===== src/rtl/pixel_collector_pkg.sv =====
// Shared widths and FIFO entry type for the pixel collector.
// Imported by the interface, the FIFO and the top level.
package pixel_collector_pkg;
    localparam int PIX_W  = 4;
    localparam int ADDR_W = 19;

    typedef struct packed {
        logic [ADDR_W-1:0] addr;
        logic [PIX_W-1:0]  data;
    } entry_t;
endpackage


===== src/rtl/pixel_collector_if.sv =====
// Memory write port of the pixel collector.
// Writes are held until mem_we && mem_ready.
interface pixel_collector_if;
    import pixel_collector_pkg::*;

    logic [ADDR_W-1:0] mem_addr;
    logic [PIX_W-1:0]  mem_data;
    logic              mem_we;
    logic              mem_ready;

    modport master (
        output mem_addr,
        output mem_data,
        output mem_we,
        input  mem_ready
    );

    modport slave (
        input  mem_addr,
        input  mem_data,
        input  mem_we,
        output mem_ready
    );
endinterface


===== src/rtl/pixel_fifo.sv =====
// Synchronous per-solver FIFO; DEPTH must be a power of two.
// A push into a full FIFO is taken only when a pop happens that cycle.
module pixel_fifo
    import pixel_collector_pkg::*;
#(
    parameter int DEPTH = 4
) (
    input  logic   clock,
    input  logic   reset,
    input  logic   push,
    input  logic   pop,
    input  entry_t wr,
    output entry_t rd,
    output logic   full,
    output logic   empty
);
    localparam int AW = (DEPTH > 1) ? $clog2(DEPTH) : 1;

    entry_t        mem [DEPTH];
    logic [AW:0]   wp;
    logic [AW:0]   rp;
    logic          do_push;
    logic          do_pop;

    assign empty   = (wp == rp);
    assign full    = (wp[AW] != rp[AW]) &&
                     (wp[AW-1:0] == rp[AW-1:0]);
    assign do_pop  = pop && !empty;
    assign do_push = push && (!full || do_pop);
    assign rd      = mem[rp[AW-1:0]];

    always_ff @(posedge clock) begin
        if (reset) begin
            wp <= '0;
            rp <= '0;
        end else begin
            if (do_push) wp <= wp + 1'b1;
            if (do_pop)  rp <= rp + 1'b1;
        end
    end

    always_ff @(posedge clock) begin
        if (do_push) mem[wp[AW-1:0]] <= wr;
    end
endmodule


===== src/rtl/pixel_collector.sv =====
// Gathers pixels from interleaved row solvers into one memory write port.
// Optional PIXEL_COLLECTOR_STATS_EN adds pixel_count and drop_count.
module pixel_collector
    import pixel_collector_pkg::*;
#(
    parameter int NUM_SOLVERS = 1,
    parameter int NUM_COLUMNS = 640,
    parameter int NUM_ROWS    = 480,
    parameter int FIFO_DEPTH  = 4
) (
    input  logic                         clock,
    input  logic                         reset,
    input  logic                         frame_start,
    input  logic [NUM_SOLVERS-1:0]       solver_valid,
    input  logic [PIX_W*NUM_SOLVERS-1:0] solver_data,
    input  logic [NUM_SOLVERS-1:0]       solver_done,
    pixel_collector_if.master            mem,
    output logic                         overflow,
    output logic                         frame_done
`ifdef PIXEL_COLLECTOR_STATS_EN
    ,
    output logic [ADDR_W-1:0]            pixel_count,
    output logic [15:0]                  drop_count
`endif
);
    localparam int SW = (NUM_SOLVERS > 1) ? $clog2(NUM_SOLVERS) : 1;
    localparam logic [ADDR_W-1:0] LAST_COL = ADDR_W'(NUM_COLUMNS - 1);
    localparam logic [ADDR_W-1:0] ROW_LIM  = ADDR_W'(NUM_ROWS);
    localparam logic [ADDR_W-1:0] ROW_STEP =
        ADDR_W'((NUM_SOLVERS - 1) * NUM_COLUMNS + 1);

    logic                   clear;
    logic [NUM_SOLVERS-1:0] adv;
    logic [NUM_SOLVERS-1:0] drop;
    logic [NUM_SOLVERS-1:0] pop;
    logic [NUM_SOLVERS-1:0] full;
    logic [NUM_SOLVERS-1:0] empty;
    entry_t                 head [NUM_SOLVERS];
    logic [SW-1:0]          rr_ptr;
    logic [SW-1:0]          grant_idx;
    logic [SW-1:0]          next_ptr;
    logic [SW:0]            cand;
    logic                   grant_any;
    logic                   load_en;
    logic                   we_q;
    entry_t                 out_q;

    assign clear   = reset || frame_start;
    assign load_en = !we_q || mem.mem_ready;

    for (genvar i = 0; i < NUM_SOLVERS; i++) begin : g_solver
        logic [ADDR_W-1:0] col;
        logic [ADDR_W-1:0] row;
        logic [ADDR_W-1:0] addr;
        entry_t            wr;

        // Pulses past the last owned row are ignored, never counted as drops.
        assign adv[i]  = solver_valid[i] && (row < ROW_LIM);
        assign drop[i] = adv[i] && full[i] && !pop[i];
        assign wr      = '{addr: addr,
                           data: solver_data[PIX_W*i +: PIX_W]};

        always_ff @(posedge clock) begin
            if (clear) begin
                col  <= '0;
                row  <= ADDR_W'(i);
                addr <= ADDR_W'(i * NUM_COLUMNS);
            end else if (adv[i]) begin
                if (col == LAST_COL) begin
                    col  <= '0;
                    row  <= row + ADDR_W'(NUM_SOLVERS);
                    addr <= addr + ROW_STEP;
                end else begin
                    col  <= col + 1'b1;
                    addr <= addr + 1'b1;
                end
            end
        end

        pixel_fifo #(
            .DEPTH (FIFO_DEPTH)
        ) u_fifo (
            .clock (clock),
            .reset (clear),
            .push  (adv[i]),
            .pop   (pop[i]),
            .wr    (wr),
            .rd    (head[i]),
            .full  (full[i]),
            .empty (empty[i])
        );
    end

    // Scan downward so the first non-empty FIFO at or after rr_ptr wins.
    always_comb begin
        grant_any = 1'b0;
        grant_idx = '0;
        cand      = '0;
        for (int k = NUM_SOLVERS - 1; k >= 0; k--) begin
            cand = {1'b0, rr_ptr} + (SW+1)'(k);
            if (cand >= (SW+1)'(NUM_SOLVERS))
                cand = cand - (SW+1)'(NUM_SOLVERS);
            if (!empty[cand[SW-1:0]]) begin
                grant_any = 1'b1;
                grant_idx = cand[SW-1:0];
            end
        end
    end

    assign next_ptr =
        ({1'b0, grant_idx} == (SW+1)'(NUM_SOLVERS - 1)) ?
        '0 : grant_idx + 1'b1;

    always_comb begin
        pop = '0;
        if (load_en && grant_any && !clear)
            pop[grant_idx] = 1'b1;
    end

    always_ff @(posedge clock) begin
        if (clear) begin
            we_q       <= 1'b0;
            out_q      <= '0;
            rr_ptr     <= '0;
            overflow   <= 1'b0;
            frame_done <= 1'b0;
        end else begin
            if (load_en) begin
                we_q <= grant_any;
                if (grant_any) begin
                    out_q  <= head[grant_idx];
                    rr_ptr <= next_ptr;
                end
            end
            if (|drop) overflow <= 1'b1;
            frame_done <= (&solver_done) && (&empty) && !we_q;
        end
    end

    assign mem.mem_addr = out_q.addr;
    assign mem.mem_data = out_q.data;
    assign mem.mem_we   = we_q;

`ifdef PIXEL_COLLECTOR_STATS_EN
    logic [16:0] drop_sum;

    assign drop_sum = {1'b0, drop_count} + 17'($countones(drop));

    always_ff @(posedge clock) begin
        if (clear) begin
            pixel_count <= '0;
            drop_count  <= '0;
        end else begin
            if (we_q && mem.mem_ready)
                pixel_count <= pixel_count + 1'b1;
            drop_count <= drop_sum[16] ? '1 : drop_sum[15:0];
        end
    end
`endif
endmodule


===== src/flat_wrapper.sv =====
// flat-port wrapper written by rule: the top's interface ports become plain ports
module pixel_collector_flat import pixel_collector_pkg::*;
#(
    parameter int NUM_SOLVERS = 1,
    parameter int NUM_COLUMNS = 640,
    parameter int NUM_ROWS    = 480,
    parameter int FIFO_DEPTH  = 4
)
  (clock, reset, frame_start, solver_valid, solver_data, solver_done, overflow, frame_done, mem_mem_addr, mem_mem_data, mem_mem_we, mem_mem_ready);
  pixel_collector_if mem_i ();
  input  logic clock;
  input  logic reset;
  input  logic frame_start;
  input  logic [NUM_SOLVERS-1:0] solver_valid;
  input  logic [PIX_W*NUM_SOLVERS-1:0] solver_data;
  input  logic [NUM_SOLVERS-1:0] solver_done;
  output logic overflow;
  output logic frame_done;
  output wire logic [$bits(mem_i.mem_addr)-1:0] mem_mem_addr;
  output wire logic [$bits(mem_i.mem_data)-1:0] mem_mem_data;
  output wire logic [$bits(mem_i.mem_we)-1:0] mem_mem_we;
  input wire logic [$bits(mem_i.mem_ready)-1:0] mem_mem_ready;
  assign mem_mem_addr = mem_i.mem_addr;
  assign mem_mem_data = mem_i.mem_data;
  assign mem_mem_we = mem_i.mem_we;
  assign mem_i.mem_ready = mem_mem_ready;
  pixel_collector #(.NUM_SOLVERS(NUM_SOLVERS), .NUM_COLUMNS(NUM_COLUMNS), .NUM_ROWS(NUM_ROWS), .FIFO_DEPTH(FIFO_DEPTH)) u_core (.clock(clock), .reset(reset), .frame_start(frame_start), .solver_valid(solver_valid), .solver_data(solver_data), .solver_done(solver_done), .mem(mem_i), .overflow(overflow), .frame_done(frame_done));
endmodule

===== config.mk =====
export PLATFORM = sky130hd
export DESIGN_NAME = pixel_collector_flat
export DESIGN_NICKNAME = d
export VERILOG_FILES = /design/src/rtl/pixel_collector_pkg.sv /design/src/rtl/pixel_collector_if.sv /design/src/rtl/pixel_fifo.sv /design/src/rtl/pixel_collector.sv /design/src/flat_wrapper.sv
export SDC_FILE = /design/constraint.sdc
export NUM_CORES = 1
export LEC_CHECK = 0
export ABC_AREA = 1
export CORE_MARGIN = 2
export CORE_UTILIZATION = 28
export DETAILED_ROUTE_END_ITERATION = 10
export PLACE_DENSITY = 0.5
export SLEW_MARGIN = 10
export SYNTH_ARGS = -nofsm -noshare
export SYNTH_HDL_FRONTEND = slang
export SYNTH_SLANG_ARGS = --single-unit

===== constraint.sdc =====
create_clock -name clock -period 4.7 [get_ports clock]
set_input_delay 0.94 -clock clock [delete_from_list [all_inputs] [get_ports clock]]
set_output_delay 0.94 -clock clock [all_outputs]
set_load 0.01 [all_outputs]

---- Word-level counts from Yosys, hierarchy flattened ----
Memories as Yosys holds them, arrays and structs flattened. A register that Yosys moved wholly into a read port is not among the register bits.
Cells that the tools add are included.
word-level totals
  flip-flop bits (word level) ............. 67
  bits in writable memories ............... 92
  output and inout port bits .............. 26
  memories ................................ 1
cells by class
  add/sub/neg operators ................... 7
  order comparisons ....................... 5
  eq/ne operators ......................... 4
  muxes and demuxes ....................... 10
  bitwise gates (word level) .............. 1
  reduce and logical (&&, ||, !) cells .... 21
memories
  memory                         words  bits a word  read ports  clocked after memory_dff  wr ports  RTL line          text
  u_core.g_solver[0].u_fifo.mem  4      23           1           1                         1         pixel_fifo.sv:19  entry_t mem [DEPTH];
operators by type and width
  cell                                                                            number
  19-bit by 1-bit adder with 19-bit output (second input constant)                3
  19-bit by 10-bit equality test with 1-bit output (second input constant)        1
  19-bit by 9-bit less-than comparator with 1-bit output (second input constant)  1
  19-bit two-way mux                                                              1
  1-bit logical AND                                                               11
  1-bit two-way mux                                                               9
  3-bit by 1-bit adder with 3-bit output (second input constant)                  2
  1-bit zero test                                                                 5
  2-bit AND reduction                                                             2
  3-bit equality test                                                             1
  1-bit logical OR                                                                3
  2-bit equality test                                                             1
  1-bit greater-or-equal comparator (second input constant)                       2
  1-bit less-than comparator (second input constant)                              2
  1-bit adder (second input constant)                                             1
  1-bit != test                                                                   1
  1-bit inverter                                                                  1
  1-bit subtractor (second input constant)                                        1

---- Logic depth before layout (Yosys ltp) ----
Gate-level depths: netlist of the first run.
  depth after elaboration ................. 14
  mapped depth ............................ 11

---- Modules after synthesis ----
A second synthesis of the first run with hierarchy kept.
unflattened totals
  cell total of the unflattened synthesis .. 878
  area, all modules ....................... 7861.3 µm²
modules (own cells, without submodules)
  module           instances  cells an instance  area each (µm²)  sequential area each (µm²)
  pixel_collector  1          590                4012.6           1661.6
  pixel_fifo       1          288                3848.7           2922.8

---- Least setup slack after synthesis of the first run ----
OpenSTA, ideal clock, no wires.
  path type ............................... in2reg
  start point ............................. input port solver_valid
  end point ............................... memory u_core.g_solver[0].u_fifo.mem[0][0] in the netlist's numbering, enable pin
  setup time .............................. 0.403 ns
  data arrival time ....................... 2.546 ns
  slack ................................... 1.751 ns
  stages .................................. 6
  buffers on the path ..................... 0
  cell sequence ........................... nand3_1 > nor2_2 > nand2_4 > nor2_2 > inv_1 > nor2_1
on the way
  cells in the longest elaborated chain, start to end .. 4
ends and longest elaborated chain
  what                                     RTL line               text
  from (decl)                              flat_wrapper.sv:14     input logic [NUM_SOLVERS-1:0] solver_valid;
  1-bit logical AND                        pixel_collector.sv:58  assign adv[i] = solver_valid[i] && (row < ROW_LIM);
  1-bit logical AND                        pixel_fifo.sv:29       assign do_push = push && (!full || do_pop);
  1-bit two-way mux                        pixel_fifo.sv:43       if (do_push) mem[wp[AW-1:0]] <= wr;
  1-bit two-way mux (not written as such)  pixel_fifo.sv:43
  to (decl)                                pixel_fifo.sv:19
No other way between the ends.

---- Worst setup path after layout of the first run ----
  start point ............................. register u_core.g_solver[0].u_fifo.rp[0]
  end point ............................... register u_core.g_solver[0].u_fifo.rp[2]
on the way
  cells in the longest elaborated chain, start to end .. 8
  elaborated cells between the ends (all ways) .. 14
ends and longest elaborated chain
  what                                                                                                          RTL line                text
  from (decl)                                                                                                   pixel_fifo.sv:21        logic [AW:0] rp;
  from (signal assigned)                                                                                        pixel_fifo.sv:38        if (do_pop) rp <= rp + 1'b1;
  3-bit equality test                                                                                           pixel_fifo.sv:25        assign empty = (wp == rp);
  1-bit two-way mux (not written as such)                                                                       pixel_collector.sv:103  if (!empty[cand[SW-1:0]]) begin
  1-bit two-way mux                                                                                             pixel_collector.sv:103
  1-bit greater-or-equal comparator (not written as such) / 1-bit less-than comparator (equally long branches)  pixel_collector.sv:117  pop[grant_idx] = 1'b1;
  1-bit logical AND (not written as such)                                                                       pixel_collector.sv:117
  1-bit two-way mux (not written as such)                                                                       pixel_collector.sv:117
  1-bit two-way mux                                                                                             pixel_collector.sv:116  if (load_en && grant_any && !clear)
  1-bit logical AND                                                                                             pixel_fifo.sv:28        assign do_pop = pop && !empty;
Parallel ways exist; a longest one is shown, timed or not. The select of a mux whose other input is x is not followed.
A chain may end at the register's enable or synchronous reset.

==> results of run 1 <==
-- metrics by stage --
step / cells / hold slack (ps) / setup slack [ps] / power [mW] / instance area (um^2)
finish: 1297 / 429 / 1870 / 3.38 / 9120
global route: 1297 / 448 / 1570 / 3.52 / 9120
CTS: 1297 / 432 / 1770 / 3.43 / 9120
detailed placement: 1265 / 421 / 1460 / 2.02 / 8540
global placement: 1265 / 417 / 1500 / 2.02 / 8540
floorplan: 876 / 408 / 1750 / 1.94 / 7830
-- sequential cells by signal, summed over array words and instances, names as in the netlist --
| signal | cells |
|---|---|
| u_core.frame_done | 1 |
| u_core.g_solver.addr | 19 |
| u_core.g_solver.col | 19 |
| u_core.g_solver.row | 19 |
| u_core.g_solver.u_fifo.mem | 92 |
| u_core.g_solver.u_fifo.wp | 3 |
| u_core.g_solver.u_fifo.rp | 3 |
| u_core.mem.mem_we | 1 |
| u_core.mem.mem_data | 4 |
| u_core.overflow | 1 |
| u_core.mem.mem_addr | 19 |
-- power by group through the flow --
stage                     combinational [mW]  clock [mW]  sequential (mW)
after floorplan                        0.186           0             1.75
after CTS                              0.283        1.44             1.71
after global placement                 0.280           0             1.74
final                                  0.274        1.40             1.71
after global routing                   0.311        1.50             1.71
after detailed placement               0.282           0             1.74
-- final cells by class --
class	instances	area (um^2)
clock buffers	19	433
clock inverters	13	141
fillers	2918	18500
inverters	73	279
multi-input cells	589	2830
flip-flops and latches	181	4540
well taps	378	473
repair buffers	44	418
-- cell families (layout without fill, tap and decap cells) --
group,Yosys count,after routing,synth area share
compound gates,140,140,0.0946
xor+xnor,15,15,0.0168
fa+ha+maj,8,8,0.0128
buf+inv,106,149,0.0597
flops,181,181,0.580
simple gates,426,426,0.236
-- metal layers --
layer / vias up / share of wire
met5: - / 0
met4: 0 / 0.010
met3: 12 / 0.030
met2: 83 / 0.47
met1: 2625 / 0.49
li1: 2970 / -
-- how the worst max path moves through the flow --
| stage | start | to | slack (ps) | cells past startpoint |
|---|---|---|---|---|
| after floorplan | solver_valid | u_core.g_solver[0].u_fifo.mem[0][0] | 1750 | 6 |
| final | u_core.g_solver[0].u_fifo.rp[0] | u_core.g_solver[0].u_fifo.rp[2] | 1870 | 11 |
| after global routing | u_core.g_solver[0].u_fifo.rp[0] | u_core.g_solver[0].u_fifo.rp[2] | 1570 | 11 |
| after global placement | frame_start | u_core.g_solver[0].u_fifo.mem[1][2] | 1500 | 10 |
| after detailed placement | frame_start | u_core.g_solver[0].u_fifo.mem[1][2] | 1460 | 10 |
| after CTS | u_core.g_solver[0].u_fifo.rp[0] | u_core.g_solver[0].u_fifo.rp[2] | 1770 | 11 |
-- cell usage in the layout (no fill, tap or decap), types with 2 or more instances in the layout --
cell type / instances
clkinvlp_4: 2
inv_6: 4
xnor2_1: 5
xor2_1: 10
nand2_2: 5
clkdlybuf4s50_1: 35
nand2_1: 146
nand3_1: 42
clkinv_4: 2
ha_1: 8
buf_4: 9
nand4_1: 12
inv_4: 2
nand3b_1: 3
inv_2: 4
nor3_1: 9
nor3_2: 2
nor3b_1: 2
o21ai_0: 73
o21ai_1: 10
clkbuf_16: 17
a21oi_1: 31
clkbuf_1: 2
edfxtp_1: 92
o22ai_1: 23
inv_8: 2
nor2_1: 168
nor2_2: 31
inv_1: 67
nor2_4: 4
dfxtp_1: 89
-- critical path: cells and delay by family, from the launching register on --
family / cells / cell delay (ps)
AOI/OAI and AO/OA: 1 / 40
buffers and inverters: 3 / 1430
DFF: 1 / 300
and+or+nand+nor: 7 / 950
==> impl_metrics.tcl, run 1 <==
set metrics [dict create \
    cp_slowest_cell "inv_2" \
    start_kind "flop" \
    p_per_area_nw_per_um2 371 \
    p_seq_frac 0.505 \
    finalCritPeriodShare 0.602 \
    ctsResizeCount 0 \
    busiest_layer "met2" \
    grtUsageMet2 0.202 \
    synth.top_cells.by_area "edfxtp_1 (35%), dfxtp_1 (23%), nor2_1 (8.2%)" \
    worstHoldStart "u_core.g_solver[0].row[10]" \
    slew_headroom 0.443 \
    fin_crit_ps 2830 \
    fin_nets 924 \
    setup-violations-final 0 \
    r2r_cells 11 \
    cts_made_buffers 17 \
    n_antenna_cell 0 \
    gp_congestion 0.822 \
    worst_pin_slew_ps 834 \
    synth_top_area_share 0.353 \
    maxCapViolCount 0 \
    drt-wirelength-per-cell_um 13.2 \
    clockRootBuffer "clkbuf_16" \
    synthFlopType "edfxtp_1" \
    dp_hpwl_um 10600 \
    cts_setup_buffers 0 \
    synth_common_cells "nor2_1 (172), nand2_1 (146), edfxtp_1 (92)" \
    h-tree-depth 4 \
    wl_um 17100 \
    cp_common_cell "nand2_1" \
    min_path_type "flop to flop" \
    clk_pin_slew_ps 70 \
    dieWidth_um 171 \
    synth_cells 876 \
    cts_tree "yes" \
    grt_pass1_wl_um 28200 \
    reg2reg_setup_slack_ps 1870 \
    use_met3 0.0262 \
    yosysMostFrequentCell "nor2_1" \
    rsz0062_at_grt "no" \
    dieArea_um2 29300 \
    worstHoldEndpoint "u_core.g_solver[0].row[10]" \
    crit_type "flop to flop" \
    mappedNetlistNets 894 \
    placementRows 61 \
    cts_sinks 181 \
    fin_util 0.330 \
    crit_arrival_ps 3150 \
    cp.required_ps 5030 \
    p_int_mw 2.53 \
    drtPass1Iterations 4 \
    worstPathMaxFanout 49 \
    drtIter0Drc 312 \
    drv_slew 0 \
    syn_to_final_growth_pct 16.4 \
    power.leakage_nw 3.12 \
    antenna_found_initial 0 \
    grt_pass1_vias 5393 \
    status "finished, final reports clean" \
    drive_above_1_share 0.0979 \
    synth-edff-count 92 \
    postRouteAntennaNets 0 \
    irDropWorstVdd_mv 0.161 \
    avgSynthCellArea_um2 8.94 \
    crit_path_cell_trace "buf_4, inv_2, nand2_1, nand2_1, nor2_4, nand2_2, nand2_2, inv_4, nand3_1, nand2_1, a21oi_1" \
    fp.coreArea_um2 27600 \
    die_h_um 171 \
    fin_tns_setup_ps 0 \
    viasPerCell 4.39 \
    max_freq_mhz 354 \
    io_buffers 35 \
    grt_usage 0.124 \
    use_met1 0.164 \
    r2r-end "u_core.g_solver[0].u_fifo.rp[2]" \
    cts_hold_buf 0 \
    ys_ff_latch 181 \
    clockPowerShare 0.414 \
    synth_cell_types 33 \
    swShare 0.250 \
    holdPathStages 2 \
    p_comb_frac 0.081 \
    yosysTopAreaCell "edfxtp_1" \
    hold_viol 0 \
    synth_area_um2 7830 \
    remaining_drc_errors 0 \
    yosys_warnings 0 \
    clockBufferDepth 2 \
    start_util 0.283 \
    grt_max_degree 50 \
    finClkSkew_ps 11.8 \
    clkLatencyLatePin_ps 430 \
    endpoint_kind "flop" \
    vias 5690 \
    p_sw_uw 847 \
    boundaryPins 36 \
    synth-async-reset-ratio 0 \
    yosysSeqAreaShare 0.580 \
    crit_path_max_incr_delay_ps 680 \
    grt.overflow.total 0 \
    timing.rr.start "u_core.g_solver[0].u_fifo.rp[0]" \
]
Note: power is estimated with default switching activity, not from simulation.
==> run 2, diff against run 1 <==
==> constraint.sdc (replaced) <==
create_clock -name clock -period 3 [get_ports clock]
set_input_delay 0.6 -clock clock [delete_from_list [all_inputs] [get_ports clock]]
set_output_delay 0.6 -clock clock [all_outputs]
set_load 0.01 [all_outputs]
==> run 2 against run 1 <==
  * Cell area rose by 1.6%
  * Sequential share of layout area fell by 0.76 points
  * Largest power group unchanged
  * Core utilization rose by 0.51 points
  * Power rose by 62%
  * Critical path depth fell by 3
  * Cell count rose by 0.31%
  * Routed wire length fell by 1.0%
  * Count of clock-buffer cells in the layout fell by 2
  * Clock skew fell by 2.3 ps
==> impl_metrics.tcl, run 2 (synthesized netlist as in run 1, its figures left out) <==
set metrics [dict create \
    postRouteAntennaNets 0 \
    grt_pass1_vias 5309 \
    clkLatencyLatePin_ps 430 \
    r2r-end "u_core.g_solver[0].u_fifo.mem[1][8]" \
    endpoint_kind "flop" \
    rsz0062_at_grt "no" \
    drtIter0Drc 312 \
    drt-wirelength-per-cell_um 13.0 \
    power.leakage_nw 3.18 \
    grt_pass1_wl_um 27700 \
    p_per_area_nw_per_um2 590 \
    finalCritPeriodShare 0.675 \
    largest_register_ffs 92 \
    final_cell_mix "nor2_1 (168), nand2_1 (146), edfxtp_1 (92)" \
    min_path_type "flop to flop" \
    crit_arrival_ps 2160 \
    timing.rr.start "u_core.g_solver[0].u_fifo.rp[1]" \
    crit_path_cell_trace "clkdlybuf4s50_1, nand3_1, nor2_2, nand2_4, nor2_2, inv_1, nor2_2, buf_12" \
    gp_congestion 0.765 \
    clk_pin_slew_ps 70 \
    crit_path_max_incr_delay_ps 480 \
    setup_ws_ps 975 \
    hold_viol 0 \
    ctsResizeCount 0 \
    start_util 0.283 \
    worstHoldStart "u_core.g_solver[0].row[13]" \
    drv_slew 0 \
    worstHoldEndpoint "u_core.g_solver[0].row[13]" \
    io_buffers 35 \
    cts_hold_buf 0 \
    dieWidth_um 171 \
    h-tree-depth 4 \
    met2_wirelength_um 7960 \
    die_h_um 171 \
    highest_layer "met4" \
    cts_made_buffers 17 \
    fp.coreArea_um2 27600 \
    start_kind "input port" \
    drive_above_1_share 0.104 \
    grt_usage 0.121 \
    routed-wl-met3_um 616 \
    final_common_cell "nor2_1" \
    max_freq_mhz 494 \
    post-place-ws_ps 510 \
    wl_um 17000 \
    viasPerCell 4.39 \
    reg2reg_setup_slack_ps 1110 \
    dp_hpwl_um 10900 \
    cp.required_ps 3130 \
    syn_to_final_growth_pct 18.2 \
    antenna_found_initial 0 \
    maxCapViolCount 0 \
    holdPathStages 2 \
    grt.overflow.total 0 \
    remaining_drc_errors 0 \
    met1Wirelength_um 8220 \
    setup-violations-final 0 \
    drtPass1Iterations 4 \
    whs_ps 430 \
    worstPathMaxFanout 23 \
    cts_tree "yes" \
    n_antenna_cell 0 \
    r2r_cells 8 \
    dieArea_um2 29300 \
    boundaryPins 36 \
    placementRows 61 \
    cp_common_cell "nor2_2" \
    fin_tns_setup_ps 0 \
    fin_nets 928 \
    fin_crit_ps 2020 \
    cts_sinks 181 \
    grt_max_degree 49 \
    finClkSkew_ps 9.42 \
    crit_type "input port to flop" \
    status "finished, final reports clean" \
    slew_headroom 0.645 \
    irDropWorstVdd_mv 0.385 \
    worst_pin_slew_ps 533 \
    vias 5707 \
    clockBufferDepth 2 \
    cts_setup_buffers 0 \
    clockRootBuffer "clkbuf_16" \
    cp_slowest_cell "clkdlybuf4s50_1" \
]
-- run 2: cell count changes in the layout (fill, tap and decap cells not counted), sizes merged --
cell      delta
clkinvlp     -2
bufinv       +1
clkbuf       -2
buf          +4
clkinv       +2
inv          +1
-- run 2: worst max-delay path by stage --
stage                             from                              endpoint  slack, ps  cells after the start
after global routing      solver_valid  u_core.g_solver[0].u_fifo.mem[1][13]        830                      8
after global placement    solver_valid   u_core.g_solver[0].u_fifo.mem[0][1]        520                      8
after detailed placement  solver_valid   u_core.g_solver[0].u_fifo.mem[1][2]        510                      8
after CTS                 solver_valid  u_core.g_solver[0].u_fifo.mem[1][12]        970                      8
after floorplan           solver_valid   u_core.g_solver[0].u_fifo.mem[2][0]        390                      6
final                     solver_valid   u_core.g_solver[0].u_fifo.mem[1][8]        980                      8
-- run 2: area by class of cell --
cell class	count	area, um^2
fill	2911	18400
sequential	181	4540
multi-input combinational	589	2830
timing repair buffer	48	498
tap	378	473
clock buffer	17	425
inverter	73	279
clock inverter	15	210
-- run 2: routing by layer --
layer	vias up	GRT usage
met5	-	0
met1	2628	0.161
met3	14	0.0251
met2	85	0.200
li1	2980	-
met4	0	0.0332
-- run 2: through the flow --
| step | cells | utilization | total power [mW] | cell area [um^2] |
|---|---|---|---|---|
| global route | 1301 | 0.335 | 5.69 | 9260 |
| global placement | 1269 | 0.312 | 3.18 | 8620 |
| detailed placement | 1269 | 0.312 | 3.18 | 8620 |
| floorplan | 876 | - | 3.03 | 7830 |
| CTS | 1301 | 0.335 | 5.54 | 9260 |
| finish | 1301 | 0.335 | 5.46 | 9260 |
-- run 2: critical path: cells and delay by family --
kind	cells	cell delay (ps)
and+or+nand+nor	5	730
buffers and inverters	3	820
-- run 2: power by group --
group          internal [mW]  switching (mW)
combinational          0.162           0.274
sequential              2.64          0.0302
clock                   1.29            1.07
total                   4.09            1.37
==> run 3, diff against run 2 <==
==> constraint.sdc (replaced) <==
create_clock -name clock -period 1.9 [get_ports clock]
set_input_delay 0.38 -clock clock [delete_from_list [all_inputs] [get_ports clock]]
set_output_delay 0.38 -clock clock [all_outputs]
set_load 0.01 [all_outputs]
==> run 3 against run 2 <==
  * Global-route usage grew 0.20 points
  * First-iteration DRC count shrank 19%
  * Combinational power grew 76%
  * Setup slack lost 870 ps
  * Clock skew grew 11 ps
  * Core utilization grew 0.73 points
  * Flip-flop and latch count is the same
  * Critical path depth is the same
  * Sequential share of layout area shrank 1.0 points
  * Count of clock-buffer cells in the layout is the same
  * Clock power grew 43%
  * Critical path type unchanged
  * Critical endpoint is now u_core.g_solver[0].u_fifo.mem[0][16]
==> impl_metrics.tcl, run 3 (synthesized netlist as in run 1, its figures left out) <==
set metrics [dict create \
    clk_pin_slew_ps 70 \
    clockRootBuffer "clkbuf_16" \
    grt.overflow.total 0 \
    cts_hold_buf 0 \
    drt-wirelength-per-cell_um 13.1 \
    viasPerCell 4.36 \
    boundaryPins 36 \
    irDropWorstVdd_mv 0.537 \
    cp.required_ps 2040 \
    fin_nets 955 \
    final_cell_mix "nor2_1 (167), nand2_1 (146), edfxtp_1 (92)" \
    cp_common_cell "nor2_2" \
    io_buffers 35 \
    clockPowerShare 0.403 \
    vias 5794 \
    remaining_drc_errors 0 \
    fillers 2908 \
    cts_sinks 181 \
    cts_tree "yes" \
    h-tree-depth 4 \
    crit_path_cell_trace "clkdlybuf4s50_1, nand3_1, nor2_2, nand2_4, nor2_2, inv_1, nor2_4, clkbuf_16" \
    gp_congestion 0.802 \
    endpoint_kind "flop" \
    drtPass1Iterations 4 \
    crit_path_max_incr_delay_ps 490 \
    n_antenna_cell 0 \
    fp.coreArea_um2 27600 \
    p_comb_frac 0.092 \
    fin_tns_setup_ps 0 \
    crit_type "input port to flop" \
    final_common_cell "nor2_1" \
    finClkSkew_ps 20.3 \
    grt_pass1_vias 5492 \
    status "finished, final reports clean" \
    slew_headroom 0.682 \
    cts_made_buffers 17 \
    start_kind "input port" \
    largest_register_ffs 92 \
    p_sw_mw 2.12 \
    p_int_mw 6.22 \
    postRouteAntennaNets 0 \
    wl_um 17300 \
    grt_pass1_wl_um 28000 \
    finalCritPeriodShare 0.944 \
    drive_above_1_share 0.131 \
    setup-violations-final 0 \
    critPathTopFamily "buffers and inverters" \
    antenna_found_initial 0 \
    worst_pin_slew_ps 477 \
    power.total_mw 8.35 \
    drv_slew 0 \
    p_seq_frac 0.505 \
    fin_crit_ps 1790 \
    power.leakage_nw 3.33 \
    worstPathMaxFanout 11 \
    dieWidth_um 171 \
    cts_setup_buffers 0 \
    dp_hpwl_um 11500 \
    clkLatencyLatePin_ps 440 \
    crit_buf_inv 3 \
    grt_max_degree 49 \
    cp_slowest_cell "clkdlybuf4s50_1" \
    fin_cells 1328 \
    whs_ps 428 \
    min_path_type "flop to flop" \
    max_freq_mhz 558 \
    p_per_area_nw_per_um2 882 \
    grt_usage 0.123 \
    die_h_um 171 \
    crit_arrival_ps 1940 \
    swShare 0.255 \
    hold_viol 0 \
    placementRows 61 \
    placed_cells 1295 \
    start_util 0.283 \
    clockBufferDepth 2 \
    dieArea_um2 29300 \
    drtIter0Drc 252 \
    maxCapViolCount 0 \
    syn_to_final_growth_pct 20.8 \
    reg2reg_setup_slack_ps 150 \
]
[run 3: cell type report]
type	instances	area [um^2]	area share
clock buffers	17	425	0.0450
clock inverters	15	139	0.0147
multi-input cells	589	2840	0.300
well taps	378	473	0.0500
repair buffers	75	756	0.0799
flip-flops and latches	181	4540	0.480
inverters	73	282	0.0298
[run 3: what timing repair did]
| item | CTS | global route |
|---|---|---|
| setup endpoints to repair | 0 | 4 |
| resized for setup | 0 | 4 |
| endpoints found under the hold margin | 0 | 0 |
[run 3: power by group through the flow]
stage / sequential [mW] / clock, mW / combinational (mW)
6_report: 4.22 / 3.36 / 0.767
5_1_grt: 4.23 / 3.62 / 0.862
4_1_cts: 4.22 / 3.47 / 0.775
3_5_place_dp: 4.31 / 0 / 0.773
3_3_place_gp: 4.31 / 0 / 0.770
2_1_floorplan: 4.33 / 0 / 0.462
[run 3: final timing paths]
path,start,end,cells after the start
setup / recovery,solver_valid,u_core.g_solver[0].u_fifo.mem[0][16],8
hold / removal,u_core.g_solver[0].row[9],u_core.g_solver[0].row[9],2
setup reg to reg,u_core.g_solver[0].row[6],u_core.g_solver[0].u_fifo.mem[0][16],8
hold reg to reg,u_core.g_solver[0].row[9],u_core.g_solver[0].row[9],2
[run 3: through the flow]
| step | area [um^2] | worst slack (ps) | utilization |
|---|---|---|---|
| floorplan | 7840 | -142 | - |
| global placement | 8860 | -271 | 0.321 |
| detailed placement | 8860 | -289 | 0.321 |
| CTS | 9420 | 137 | 0.341 |
| global route | 9460 | -6.45 | 0.342 |
| finish | 9460 | 106 | 0.342 |
[run 3: worst reg2reg max path, cell delays in order, from the launching register on]
cell       delay [ps]
dfxtp_1           340
nand2_1           130
nor2_1             70
nor2_2            150
nand2_4            90
nor2_2            140
inv_1             120
nor2_4            220
clkbuf_16         210
[run 3: metal layers]
layer / vias up / track usage / wire (um)
li1: 3036 / - / -
met1: 2676 / 0.165 / 8690
met2: 69 / 0.201 / 8060
met3: 13 / 0.0221 / 412
met4: 0 / 0.0391 / 172
met5: - / 0 / 0
==> edit: new RTL, config.mk and constraints of run 3 <==
`NUM_COLUMNS` is set to 640 in 2 places; all go to 512.
--- a/src/rtl/pixel_collector.sv
+++ b/src/rtl/pixel_collector.sv
@@ -4,7 +4,7 @@
     import pixel_collector_pkg::*;
 #(
     parameter int NUM_SOLVERS = 1,
-    parameter int NUM_COLUMNS = 640,
+    parameter int NUM_COLUMNS = 512,
     parameter int NUM_ROWS    = 480,
     parameter int FIFO_DEPTH  = 4
 ) (
--- a/src/flat_wrapper.sv
+++ b/src/flat_wrapper.sv
@@ -2,7 +2,7 @@
 module pixel_collector_flat import pixel_collector_pkg::*;
 #(
     parameter int NUM_SOLVERS = 1,
-    parameter int NUM_COLUMNS = 640,
+    parameter int NUM_COLUMNS = 512,
     parameter int NUM_ROWS    = 480,
     parameter int FIFO_DEPTH  = 4
 )
Behaviour: same outputs for any inputs over 4 cycles, from zero or initial values; that may be too few to reach the edited logic, so the function may still have changed.
==> edit against run 3 <==
Synthesized area shrank 0.75%; final area decreased by 0.38%; utilization grew 0.53 points; setup slack improved by 13 ps; routed wire length shrank 0.10%; total power grew 2.4%; combinational power fell by 2%; sequential power hardly changed; sequential cell count stayed put; cell count shrank 1.4%; highest routed layer unchanged.
==> edit: results (changes against run 3) <==
stage,metric,value,unit,change
worst_setup_path,CP Data Arrival Time,1400,ps,was 1940 ps
timing,Slew @ Worst Pin,479.2,ps,was 477.2 ps
grt,aggregate global-route resource usage,12.45,%,was 12.30%
clocking,number of CTS-inserted buffers,17,,unchanged
grt,grt total ovfl,0,,unchanged
logic_synthesis,"top cells by area, synth","edfxtp_1 36%, dfxtp_1 23%, nor2_1 8.2%",,"was edfxtp_1 35%, dfxtp_1 23%, nor2_1 8.2%"
layout,filler instances,2791,,"was 2,908"
detailed_routing,initial DRC count,327,,was 252
layout,max reg flops,92,,unchanged
logic_synthesis,Synthesized Nets,880,,was 894
grt,vias in the first global route,5489,,"was 5,492"
place,PortBufs,35,,unchanged
grt,largest net degree at the start of global routing,48,,was 49
clocking,CTS Root Cell,clkbuf_16,,unchanged
clocking,Post-CTS Setup Inserts,0,,unchanged
layout,diode count,0,,unchanged
worst_setup_path,CP max-delay cell,clkdlybuf4s50_1,,unchanged
outcome,status,"finished, final reports clean",,unchanged
logic_synthesis,"EDFF count, synth",92,,unchanged
logic_synthesis,"Distinct cells, synth",37,,was 33
layout,nets,943,,was 955
logic_synthesis,register area share after synthesis,58.46,%,was 58.02%
detailed_routing,Final ANT Viol Nets,0,,unchanged
run,max cap viols,0,,unchanged
layout,layout cells sized above 1,13.33,%,was 13.05%
worst_setup_path,largest fanout on the critical path,3,,was 11
detailed_routing,final WL,17320,microns,"was 17,340 microns"
logic_synthesis,synthesis warning total,0,,unchanged
power,LEAKAGE,0.003383,uW,was 0.003326 uW
logic_synthesis,Post-synth top cells,"170 x nor2_1, 139 x nand2_1, 92 x edfxtp_1",,"was 172 x nor2_1, 146 x nand2_1, 92 x edfxtp_1"
place,post-DP HPWL,11340,microns,"was 11,490 microns"
grt,initial antenna violation count,0,,unchanged
worst_setup_path,Crit path largest cell delay,570,ps,was 490 ps
detailed_routing,Via-to-Cell Ratio,4.418,,was 4.363
min_path,worst hold path type,reg -> reg,,unchanged
grt,first-pass GRT wire length,28270,microns,"was 27,980 microns"
clocking,worst skew pair latency,440,ps,about the same
worst_setup_path,Top delay family on crit path,buffers and inverters,,unchanged
detailed_routing,First-pass DRT Iterations,4,,unchanged
clocking,"Clk pin slew, worst setup/hold paths",70,ps,about the same
clocking,CTS-repair resized insts,0,,unchanged
power,worst vdd ir,0.0005224,V,was 0.0005365 V
timing,skew final,16.46,ps,was 20.30 ps
logic_synthesis,ys async rst share,0,%,unchanged
place,final estimated routing congestion in global placement,0.8011,,was 0.8023
power,switching pwr,2250,uW,was 2124 uW
clocking,largest buffer count on any clock path,2,,unchanged
clocking,htree depth,4,,unchanged
-- edit: per-layer routing --
layer  wire [microns]  global-route usage (%)  part of all wire [%]  vias to the layer above
li1                 -                       -                     -                     2986
met1             8635                   16.51                    50                     2703
met2             7985                   20.67                    46                       84
met3              498                   2.059                   2.9                       15
met4              199                   4.125                   1.1                        0
met5                0                       0                     0                        -
-- edit: area by class of cell --
cell class              count  share of cell area (%)
inverters                  69                   2.774
repair buffers             76                   7.912
well taps                 372                   4.938
clock buffers              18                   4.659
multi-input cells         580                   29.67
clock inverters            14                   1.832
flip-flops and latches    181                   48.21
-- edit: power groups by stage --
| stage | sequential (uW) | clock, uW | combinational [uW] |
|---|---|---|---|
| after floorplan | 4330 | 0 | 461 |
| after global placement | 4300 | 0 | 773 |
| after detailed placement | 4310 | 0 | 775 |
| after CTS | 4220 | 3670 | 777 |
| after global routing | 4230 | 3820 | 849 |
| final | 4210 | 3580 | 755 |
-- edit: stage by stage --
step           hold WS, ps  setup TNS, ps  instances  setup WS [ps]  cell area, sq um
3_5_place_dp         421.3         -31360       1278         -262.5              8811
3_3_place_gp         414.7         -28220       1278         -250.7              8811
6_report             433.3              0       1310          119.1              9425
4_1_cts              433.1              0       1310          81.66              9423
5_1_grt              471.9              0       1310          8.926              9425
2_1_floorplan        408.3         -10860        862         -157.4              7781
-- edit: cells by family after synthesis --
| family | after synthesis | share of synthesized area [%] |
|---|---|---|
| AND/OR/NAND/NOR | 418 | 23.27 |
| flip-flops | 181 | 58.46 |
| AO/OA/AOI/OAI | 138 | 9.448 |
| buffers and inverters | 101 | 5.730 |
| XOR/XNOR | 16 | 1.803 |
| adder cells (fa/ha/maj) | 8 | 1.288 |
-- edit: final timing paths --
check | startpoint | end | slack (ps) | cells past startpoint
setup reg to reg | u_core.g_solver[0].row[5]$_SDFFE_PP0P_ | u_core.g_solver[0].col[3]$_SDFFE_PP0N_ | 200 | 9
hold reg to reg | u_core.g_solver[0].row[14]$_SDFFE_PP0P_ | u_core.g_solver[0].row[14]$_SDFFE_PP0P_ | 430 | 2
setup / recovery | u_core.mem.mem_we$_SDFFE_PP0N_ | mem_mem_we | 120 | 1
hold / removal | u_core.g_solver[0].row[14]$_SDFFE_PP0P_ | u_core.g_solver[0].row[14]$_SDFFE_PP0P_ | 430 | 2
